<file path="src/rtl/sprite_compositor.sv">
// Three-stage per-pixel sprite compositor: hit test and ROM addressing, opacity resolve,
// fixed-priority mux over a border/field background, plus sticky collisions against sprite 0.
module sprite_compositor #(
  parameter int          NUM_SPRITES = 8,
  parameter int          X_W         = 11,
  parameter int          Y_W         = 10,
  parameter int          HALF_W      = 7,
  parameter int          ADDR_W      = 12,
  parameter int          STRIDE_LOG2 = 5,
  parameter int          SCREEN_W    = 1440,
  parameter int          SCREEN_H    = 900,
  parameter int          BORDER      = 11,
  parameter logic [11:0] BORDER_RGB  = 12'h105,
  parameter logic [11:0] FIELD_RGB   = 12'h32A,
  parameter logic [11:0] TRANSP_KEY  = 12'h000,
  localparam int         HID_W       = $clog2(NUM_SPRITES) + 1
) (
  input  logic                          clk,
  input  logic                          rst_n,
  input  logic                          pix_valid,
  input  logic                          frame_start,
  input  logic [X_W-1:0]                draw_x,
  input  logic [Y_W-1:0]                draw_y,
  input  logic [NUM_SPRITES-1:0]        spr_en,
  input  logic [NUM_SPRITES-1:0]        spr_mode,
  input  logic [NUM_SPRITES*X_W-1:0]    spr_x,
  input  logic [NUM_SPRITES*Y_W-1:0]    spr_y,
  input  logic [NUM_SPRITES*HALF_W-1:0] spr_hw,
  input  logic [NUM_SPRITES*HALF_W-1:0] spr_hh,
  input  logic [NUM_SPRITES*12-1:0]     spr_color,
  output logic [NUM_SPRITES*ADDR_W-1:0] rom_addr,
  input  logic [NUM_SPRITES*12-1:0]     rom_data,
  output logic [3:0]                    r,
  output logic [3:0]                    g,
  output logic [3:0]                    b,
  output logic                          out_valid,
  output logic [HID_W-1:0]              hit_id,
  output logic [NUM_SPRITES-1:0]        coll_flags
);

  // Two guard bits keep x-hw below zero and x+hw above the coordinate range representable.
  localparam int XS_W = X_W + 2;
  localparam int YS_W = Y_W + 2;

  localparam logic [HID_W-1:0] HID_BG = {HID_W{1'b1}};
  localparam logic [X_W-1:0]   X_BLO  = X_W'(BORDER);
  localparam logic [X_W-1:0]   X_BHI  = X_W'(SCREEN_W - BORDER);
  localparam logic [Y_W-1:0]   Y_BLO  = Y_W'(BORDER);
  localparam logic [Y_W-1:0]   Y_BHI  = Y_W'(SCREEN_H - BORDER);

  logic [NUM_SPRITES-1:0]        hit_s;
  logic [NUM_SPRITES*ADDR_W-1:0] addr_s;
  logic                          border_s;

  logic                          valid1_r, fs1_r, border1_r;
  logic [NUM_SPRITES-1:0]        hit1_r, mode1_r;
  logic [NUM_SPRITES*12-1:0]     color1_r;

  logic                          valid2_r, fs2_r, border2_r;
  logic [NUM_SPRITES-1:0]        hit2_r, mode2_r;
  logic [NUM_SPRITES*12-1:0]     color2_r;

  logic [NUM_SPRITES-1:0]        opaque_s;
  logic [NUM_SPRITES*12-1:0]     col_s;
  logic [NUM_SPRITES-1:0]        coll_new_s;
  logic [HID_W-1:0]              win_id_s;
  logic [11:0]                   win_rgb_s;

  assign border_s = (draw_x < X_BLO) | (draw_x >= X_BHI) |
                    (draw_y < Y_BLO) | (draw_y >= Y_BHI);

  for (genvar gi = 0; gi < NUM_SPRITES; gi++) begin : g_sprite
    logic signed [XS_W-1:0] px_s, cx_s, hwx_s, lox_s, hix_s, dx_s;
    logic signed [YS_W-1:0] py_s, cy_s, hhy_s, loy_s, hiy_s, dy_s;

    assign px_s  = $signed({2'b00, draw_x});
    assign cx_s  = $signed({2'b00, spr_x[gi*X_W +: X_W]});
    assign hwx_s = $signed({{(XS_W-HALF_W){1'b0}}, spr_hw[gi*HALF_W +: HALF_W]});
    assign lox_s = cx_s - hwx_s;
    assign hix_s = cx_s + hwx_s;
    assign dx_s  = px_s - lox_s;

    assign py_s  = $signed({2'b00, draw_y});
    assign cy_s  = $signed({2'b00, spr_y[gi*Y_W +: Y_W]});
    assign hhy_s = $signed({{(YS_W-HALF_W){1'b0}}, spr_hh[gi*HALF_W +: HALF_W]});
    assign loy_s = cy_s - hhy_s;
    assign hiy_s = cy_s + hhy_s;
    assign dy_s  = py_s - loy_s;

    // Strict bounds: the sprite spans centre-half+1 .. centre+half-1.
    assign hit_s[gi] = spr_en[gi] & (px_s > lox_s) & (px_s < hix_s) &
                       (py_s > loy_s) & (py_s < hiy_s);
    assign addr_s[gi*ADDR_W +: ADDR_W] = (ADDR_W'(dy_s) << STRIDE_LOG2) + ADDR_W'(dx_s);

    // ROM data lines up with the S2 registers, one cycle after rom_addr.
    assign opaque_s[gi] = hit2_r[gi] &
                          (~mode2_r[gi] | (rom_data[gi*12 +: 12] != TRANSP_KEY));
    assign col_s[gi*12 +: 12] = mode2_r[gi] ? rom_data[gi*12 +: 12] : color2_r[gi*12 +: 12];
  end

  assign coll_new_s[0] = 1'b0;
  for (genvar gc = 1; gc < NUM_SPRITES; gc++) begin : g_coll
    assign coll_new_s[gc] = opaque_s[0] & opaque_s[gc];
  end

  // Fixed priority: later (higher-index) opaque sprites override earlier ones.
  always_comb begin
    win_id_s  = HID_BG;
    win_rgb_s = border2_r ? BORDER_RGB : FIELD_RGB;
    for (int i = 0; i < NUM_SPRITES; i++) begin
      win_id_s  = opaque_s[i] ? HID_W'(i) : win_id_s;
      win_rgb_s = opaque_s[i] ? col_s[i*12 +: 12] : win_rgb_s;
    end
  end

  // S1: sample pixel and sprite state, register hit flags and ROM addresses.
  always_ff @(posedge clk or negedge rst_n) begin
    if (!rst_n) begin
      valid1_r  <= 1'b0;
      fs1_r     <= 1'b0;
      border1_r <= 1'b0;
      hit1_r    <= {NUM_SPRITES{1'b0}};
      mode1_r   <= {NUM_SPRITES{1'b0}};
      color1_r  <= {(NUM_SPRITES*12){1'b0}};
      rom_addr  <= {(NUM_SPRITES*ADDR_W){1'b0}};
    end else begin
      valid1_r  <= pix_valid;
      fs1_r     <= frame_start;
      border1_r <= border_s;
      hit1_r    <= hit_s;
      mode1_r   <= spr_mode;
      color1_r  <= spr_color;
      for (int i = 0; i < NUM_SPRITES; i++) begin
        if (hit_s[i]) begin
          rom_addr[i*ADDR_W +: ADDR_W] <= addr_s[i*ADDR_W +: ADDR_W];
        end
      end
    end
  end

  // S2: carry per-sprite attributes alongside the ROM read.
  always_ff @(posedge clk or negedge rst_n) begin
    if (!rst_n) begin
      valid2_r  <= 1'b0;
      fs2_r     <= 1'b0;
      border2_r <= 1'b0;
      hit2_r    <= {NUM_SPRITES{1'b0}};
      mode2_r   <= {NUM_SPRITES{1'b0}};
      color2_r  <= {(NUM_SPRITES*12){1'b0}};
    end else begin
      valid2_r  <= valid1_r;
      fs2_r     <= fs1_r;
      border2_r <= border1_r;
      hit2_r    <= hit1_r;
      mode2_r   <= mode1_r;
      color2_r  <= color1_r;
    end
  end

  // S3: register composited colour, winner id and sticky collision flags.
  always_ff @(posedge clk or negedge rst_n) begin
    if (!rst_n) begin
      {r, g, b}  <= 12'h000;
      out_valid  <= 1'b0;
      hit_id     <= HID_BG;
      coll_flags <= {NUM_SPRITES{1'b0}};
    end else begin
      out_valid <= valid2_r;
      if (valid2_r) begin
        {r, g, b} <= win_rgb_s;
        hit_id    <= win_id_s;
      end else begin
        {r, g, b} <= 12'h000;
        hit_id    <= HID_BG;
      end
      // Frame start clears first, so that pixel's own collisions survive.
      coll_flags <= (fs2_r ? {NUM_SPRITES{1'b0}} : coll_flags) |
                    (valid2_r ? coll_new_s : {NUM_SPRITES{1'b0}});
    end
  end

endmodule
</file>
<file path="config.mk">
export PLATFORM = sky130hd
export DESIGN_NAME = sprite_compositor
export DESIGN_NICKNAME = d
export VERILOG_FILES = /design/src/rtl/sprite_compositor.sv
export SDC_FILE = /design/constraint.sdc
export NUM_CORES = 1
export LEC_CHECK = 0
export ABC_AREA = 0
export CAP_MARGIN = 10
export CORE_MARGIN = 4
export CORE_UTILIZATION = 59
export CTS_CLUSTER_SIZE = 30
export DETAILED_ROUTE_END_ITERATION = 16
export DONT_BUFFER_PORTS = 1
export GPL_ROUTABILITY_DRIVEN = 0
export HOLD_SLACK_MARGIN = 0.06
export PLACE_DENSITY_LB_ADDON = 0.1
export SYNTH_ARGS = -nofsm -noshare
export SYNTH_HDL_FRONTEND = slang
export SYNTH_SLANG_ARGS = --single-unit
</file>
<file path="constraint.sdc">
create_clock -name clk -period 7.6 [get_ports clk]
set_clock_uncertainty 0.2 [all_clocks]
set_input_delay 1.14 -clock clk [delete_from_list [all_inputs] [get_ports clk]]
set_output_delay 1.14 -clock clk [all_outputs]
set_load 0.005 [all_outputs]
</file>
==> reports/results.txt, run 1 <==
Outcome -> finished clean
Router iterations before antenna repair -> 5
Worst EP required -> 7.87 ns
Final setup vio count -> 0
H-tree depth -> 2
Layout cell share with drive strength beyond 1 -> 0.0600
Sw frac -> 0.387
Syn_area_per_cell -> 9.47 um^2
TNS Setup -> 0 ns
End of the worst register-to-register path -> r[1]$_DFF_PN0_
Tot GR Track Use -> 0.339
Pre-CTS WS -> 1.59 ns
Syn Nets -> 5,009
Max_slew headroom -> 0.226
Antenna violations before repair -> 34
Number of top-level pins -> 634
Worst Path Arrival -> 5.79 ns
WP buf/inv -> 2
Worst-Margin Slew -> 1.13 ns
R2r setup slk -> 3.65 ns
Ys Warns -> 0
Placed insts -> 4,455
Total congestion overflow -> 0
Crit. End Element -> register
Area occupied by registers -> 8760 um^2
Post-CTS setup buffers -> 0
Final WL -> 114,000 um
Reg-to-Reg Start -> mode2_r[4]$_DFF_PN0_
Die span in x -> 254 um
DP HPWL -> 88,500 um
Clk root buf -> clkbuf_16
Crit share post-route -> 0.727
CTS tree -> yes
Filler cells -> 4,793
Layout net count -> 4,983
Starting Density -> 0.600
Area of the multi-input gates -> 25,300 um^2
P&R area growth vs syn -> 6.61%
Vias in the first global route -> 29,100
Core Area -> 59,400 um^2
Worst reg2reg path depth -> 6
Clk sinks -> 350
Maximum VDD drop -> 0.174 mV
DIE AREA -> 64,300 um^2
Slew Viols, Final -> 0
Ys flop type -> dfrtp_1
Final worst slack -> 2.08 ns
Total power -> 9.07 mW
Clk pwr share -> 0.241
Post-synth EDFFs -> 0
Startpoint types -> input pin
Max Fclk -> 181 MHz
Die span in y -> 254 um
Drt first-iter violations -> 1,621
Vias per cell -> 6.28
Combinational Power Share -> 0.476
Post-DR wirelength/cell -> 24.8 um
Worst-path clk slew -> 0.06 ns
Maxcap violations -> 0
# DRC -> 0
Synth area leaders -> dfrtp_1 (24%), ha_1 (22%), fa_1 (6.3%)
Crit Path Category -> input pin to register
Worst skew pair latency -> 0.58 ns
Critical-path cell list -> inv_1 -> ha_1 -> inv_1 -> fa_1 -> a21o_1 -> a21oi_1 -> o21ai_0 -> a21oi_1 -> o21ai_0 -> or3_1 -> xor2_1 -> ha_1 -> nand4_1 -> nor2_1 -> a211oi_1 -> o221ai_1 -> nor3_2 -> mux2_2
Pint -> 5.56 mW
Crit path time final -> 5.52 ns
Vias -> 28,700
Tightest Hold Check Type -> input pin to async pin
Cell variety after synth -> 86
Seq/Total Area, Yosys -> 0.246
Biggest cell delay along the critical path -> 0.91 ns
Seq cells post-synth -> 350
Routed Antenna Nets -> 0
Largest family of logic cells by synthesized area -> adder cells
Largest net degree at the start of global routing -> 231
CP top delay family -> compound AO/OA/AOI/OAI gates
Dominant cell type by area after synthesis -> dfrtp_1
Clock Path Buffers -> 3
Most common cell after layout, fill and taps aside -> ha_1
Final Hold Fails -> 0
Sw power -> 3.51 mW
Buffers on Ports -> 0
Mux cell area share after synthesis -> 0.0574
Post-synthesis cell count -> 3,760
TritonCTS Buffers -> 43
XOR/XNOR Fraction of Synth Area -> 0.0909
Fin cells -> 4,574
Most frequent cells in the layout -> ha_1 (624), dfrtp_1 (346), inv_1 (337)
Finished Cell Area -> 38,000 um^2
Sequential Power Share -> 0.284
Power Dens Cells -> 239 nW/um^2
Yosys top cell area share -> 0.243
Post-Synth Adder-Cell Area -> 0.282
Synth Area in Compound Gates -> 0.173
RSZ-0062 raised after global routing -> no
FFs w/ async S/R, synth -> 1.00
CP max-delay cell -> nor3_2
Post-Synthesis Cell Area -> 35,600 um^2
Simple-gate share of the synthesized area -> 0.105
Global-route wire length before repair -> 168,000 um
LEAKAGE -> 17.7 nW
Worst Path Max Fanout -> 13
Post-DP Area -> 36,300 um^2
Row count -> 89
[cells in the mapped netlist (24+ instances only)]
master    number
ha_1         624
dfrtp_1      346
inv_1        337
a21oi_1      271
xnor2_1      247
nor2_1       216
o21ai_0      214
nand2_1      159
fa_1         112
xor2_1       104
mux2_2        97
mux2i_1       83
o21a_1        70
a21o_1        68
nand2b_1      66
nor2b_1       64
clkbuf_1      63
nand4_1       51
nand3_1       46
nor3_1        41
a211oi_1      39
o21bai_1      35
o211ai_1      33
o22ai_1       29
or3_1         24
[state kept, by name, summed over array words and instances, names as in the netlist, 4 cells and up]
register    flops
color2_r       96
coll_flags      7
mode1_r         8
rom_addr       96
hit2_r          8
hit1_r          8
b               4
color1_r       96
r               4
hit_id          4
g               4
mode2_r         8
[logic make-up after synthesis]
group / after synthesis
AOI/OAI and AO/OA: 955
and+or+nand+nor: 753
adders and majority gates: 736
buffers and inverters: 419
xor gates and xnor gates: 358
DFF: 350
muxes: 188
other: 1
[timing repair]
item                                   in CTS  in global routing
hold buffers                                4                  1
endpoints found under the hold margin     108                  8
gates resized for setup                     0                  0
[power groups by stage]
stage          Clock (mW)  Sequential (mW)  Combinational, mW
2_1_floorplan           0             2.39               3.39
3_3_place_gp            0             2.60               4.04
3_5_place_dp            0             2.61               4.21
4_1_cts              2.22             2.58               4.27
5_1_grt              2.30             2.60               4.82
6_report             2.18             2.57               4.31
[metal layers]
| layer | vias to the layer above | wire length (um) | GRT usage |
|---|---|---|---|
| li1 | 13400 | - | - |
| met1 | 13800 | 41800 | 0.383 |
| met2 | 1217 | 51800 | 0.553 |
| met3 | 373 | 11500 | 0.115 |
| met4 | 20 | 8260 | 0.211 |
| met5 | - | 127 | 0 |
[layout make-up]
class / count / share of cell area
multi-input cells: 2991 / 0.665
well taps: 773 / 0.0255
inverters: 337 / 0.0333
repair buffers: 11 / 0.00290
diodes: 32 / 0.00211
flip-flops and latches: 350 / 0.231
clock inverters: 25 / 0.00804
clock buffers: 55 / 0.0319
[worst max path at each step]
stage               slack [ns]  depth (start not counted)                        to       from
detailed placement        1.59                         18  rom_addr[65]$_DFFE_PN0P_  spr_x[55]
CTS                       2.20                         18  rom_addr[65]$_DFFE_PN0P_  spr_x[55]
global placement          1.79                         18  rom_addr[63]$_DFFE_PN0P_  spr_x[55]
finish                    2.08                         18  rom_addr[64]$_DFFE_PN0P_  spr_x[55]
floorplan                 2.51                         17  rom_addr[23]$_DFFE_PN0P_  spr_x[11]
global route              1.79                         18  rom_addr[63]$_DFFE_PN0P_  spr_x[55]
[through the flow]
step	hold slack, ns	util
finish	0.0905	0.640
global route	0.0605	0.639
CTS	0.0601	0.638
detailed placement	0.135	0.611
global placement	0.131	0.611
floorplan	0.131	-
(Power assumes the default switching activity.)
==> run 2, diff against run 1 <==
==> constraint.sdc (replaced) <==
create_clock -name clk -period 5.3 [get_ports clk]
set_clock_uncertainty 0.2 [all_clocks]
set_input_delay 0.795 -clock clk [delete_from_list [all_inputs] [get_ports clk]]
set_output_delay 0.795 -clock clk [all_outputs]
set_load 0.005 [all_outputs]
==> reports/results.txt, run 2 (synthesis results as in run 1) <==
Antenna violations before repair -> 14 (was 34)
Post-DP Area -> 36,400 um^2 (was 36,300 um^2)
Crit path time final -> 4.62 ns
DP HPWL -> 89,000 um (was 88,500 um)
Tot GR Track Use -> 0.344 (was 0.339)
Slew Viols, Final -> 0 (unchanged)
Layout cell share with drive strength beyond 1 -> 0.0594 (was 0.0600)
# DRC -> 0 (unchanged)
Crit. End Element -> register (unchanged)
Most Crowded Layer GR -> met2 (unchanged)
Post-DR wirelength/cell -> 24.6 um (was 24.8 um)
GRT met3 Usage -> 0.111 (was 0.115)
Finished Cell Area -> 38,900 um^2 (was 38,000 um^2)
Area of the multi-input gates -> 25,300 um^2 (about the same)
Total congestion overflow -> 0 (unchanged)
TNS Setup -> 0 ns (unchanged)
End of the worst register-to-register path -> r[3]$_DFF_PN0_ (was r[1]$_DFF_PN0_)
Worst reg2reg path depth -> 7 (was 6)
Outcome -> complete, but fails checks (was finished clean)
Filler cells -> 4,709 (was 4,793)
Regs by FF count -> color1_r x96, color2_r x96, rom_addr x96 (unchanged)
Clock Path Buffers -> 3 (unchanged)
Startpoint types -> input pin (unchanged)
CTS tree -> yes (unchanged)
Tightest Hold Check Type -> input pin to async pin (unchanged)
Hold-fix buffers, CTS -> 106 (was 4)
Buffers on Ports -> 0 (unchanged)
Max_slew headroom -> 0.254 (was 0.226)
Core Area -> 59,400 um^2 (unchanged)
CP startpoint -> spr_x[55] (unchanged)
Clk root buf -> clkbuf_16 (unchanged)
Post-CTS setup buffers -> 0 (unchanged)
RSZ-0062 raised after global routing -> no (unchanged)
P&R area growth vs syn -> 9.37% (was 6.61%)
Worst Path Max Fanout -> 13 (unchanged)
Most frequent cells in the layout -> ha_1 (624), dfrtp_1 (346), inv_1 (337) (unchanged)
Crit share post-route -> 0.872
Die span in y -> 254 um (unchanged)
Worst Path Arrival -> 4.86 ns (was 5.79 ns)
Failing checks -> negative hold slack
Largest net degree at the start of global routing -> 351 (was 231)
Reg-to-Reg Start -> mode2_r[3]$_DFF_PN0_ (was mode2_r[4]$_DFF_PN0_)
Layout net count -> 5,093 (was 4,983)
Maximum VDD drop -> 0.252 mV (was 0.174 mV)
GR Util met2 -> 0.572 (was 0.553)
Hold slack final -> -0.279 ns (was 0.0905 ns)
Final Hold Fails -> 347 (was 0)
Routed Antenna Nets -> 0 (unchanged)
Most common cell after layout, fill and taps aside -> ha_1 (unchanged)
Vias -> 29,300 (was 28,700)
Router iterations before antenna repair -> 7 (was 5)
Vias in the first global route -> 29,900 (was 29,100)
Area occupied by registers -> 8760 um^2 (unchanged)
H-tree depth -> 2 (unchanged)
Number of top-level pins -> 634 (unchanged)
Power Dens Cells -> 333 nW/um^2 (was 239 nW/um^2)
TritonCTS Buffers -> 40 (was 43)
Worst EP required -> 5.55 ns (was 7.87 ns)
Crit Path Category -> input pin to register (unchanged)
End point of the critical path -> rom_addr[65]$_DFFE_PN0P_ (was rom_addr[64]$_DFFE_PN0P_)
Max Fclk -> 216 MHz
Post-layout util -> 0.656 (was 0.640)
Clk sinks -> 350 (unchanged)
Final setup vio count -> 0 (unchanged)
Worst skew pair latency -> 0.58 ns (about the same)
R2r setup slk -> 1.53 ns (was 3.65 ns)
DIE AREA -> 64,300 um^2 (unchanged)
Worst-path clk slew -> 0.06 ns (about the same)
Die span in x -> 254 um (unchanged)
Row count -> 89 (unchanged)
Final WL -> 114,000 um (about the same)
Vias per cell -> 6.30 (was 6.28)
Maxcap violations -> 0 (unchanged)
Post-CTS Resized -> 0 (unchanged)
Worst-Margin Slew -> 1.12 ns (was 1.13 ns)
Starting Density -> 0.600 (unchanged)
M1 GR Usage -> 0.388 (was 0.383)
LEAKAGE -> 18.2 nW (was 17.7 nW)
Global-route wire length before repair -> 171,000 um (was 168,000 um)
Drt first-iter violations -> 1,689 (was 1,621)
-- run 2: stage by stage --
| step | setup slack, ns | std cells | power, mW |
|---|---|---|---|
| after floorplan | 0.551 | 3760 | 8.28 |
| after global placement | 0.324 | 4469 | 9.51 |
| after detailed placement | 0.148 | 4469 | 9.76 |
| after CTS | 0.744 | 4647 | 12.9 |
| after global routing | 0.344 | 4658 | 13.9 |
| final | 0.680 | 4659 | 13.0 |
-- run 2: how the worst min path moves through the flow --
stage | end | from
after global routing | color2_r[1]$_DFF_PN0_ | rst_n
after CTS | hit2_r[0]$_DFF_PN0_ | rst_n
after floorplan | border2_r$_DFF_PN0_ | border1_r$_DFF_PN0_
after detailed placement | color2_r[10]$_DFF_PN0_ | color1_r[10]$_DFF_PN0_
after global placement | color2_r[27]$_DFF_PN0_ | color1_r[27]$_DFF_PN0_
final | color2_r[1]$_DFF_PN0_ | rst_n
-- run 2: worst max-delay path, stage by stage --
cell and delay, ns:
inv_1 0.05, ha_1 0.26, inv_1 0.08, fa_1 0.41, a21o_1 0.17, a21oi_1 0.24, o21ai_0 0.13, a21oi_1 0.24
o21ai_0 0.15, or3_1 0.34, xor2_1 0.31, ha_1 0.32, nand4_1 0.10, nor2_1 0.05, a211oi_1 0.28, o221ai_1 0.17
nor3_2 0.13, buf_4 0.25, mux2_2 0.37
-- run 2: layer usage --
layer | vias to the layer above | share of wire
met3 | 380 | 0.10
met5 | - | 0.00052
met2 | 1211 | 0.46
met1 | 14200 | 0.37
met4 | 10 | 0.074
li1 | 13600 | -
-- run 2: layout make-up --
class	count	area share
diodes	12	0.000771
clock buffers	50	0.0287
clock inverters	22	0.00887
inverters	337	0.0325
multi-input cells	2991	0.649
flip-flops and latches	350	0.225
well taps	773	0.0248
repair buffers	124	0.0307
-- run 2: report_power, final --
group | switching, mW | internal (mW)
Combinational | 3.19 | 3.00
Clock | 1.23 | 1.82
Sequential | 0.572 | 3.15
Total | 4.99 | 7.97
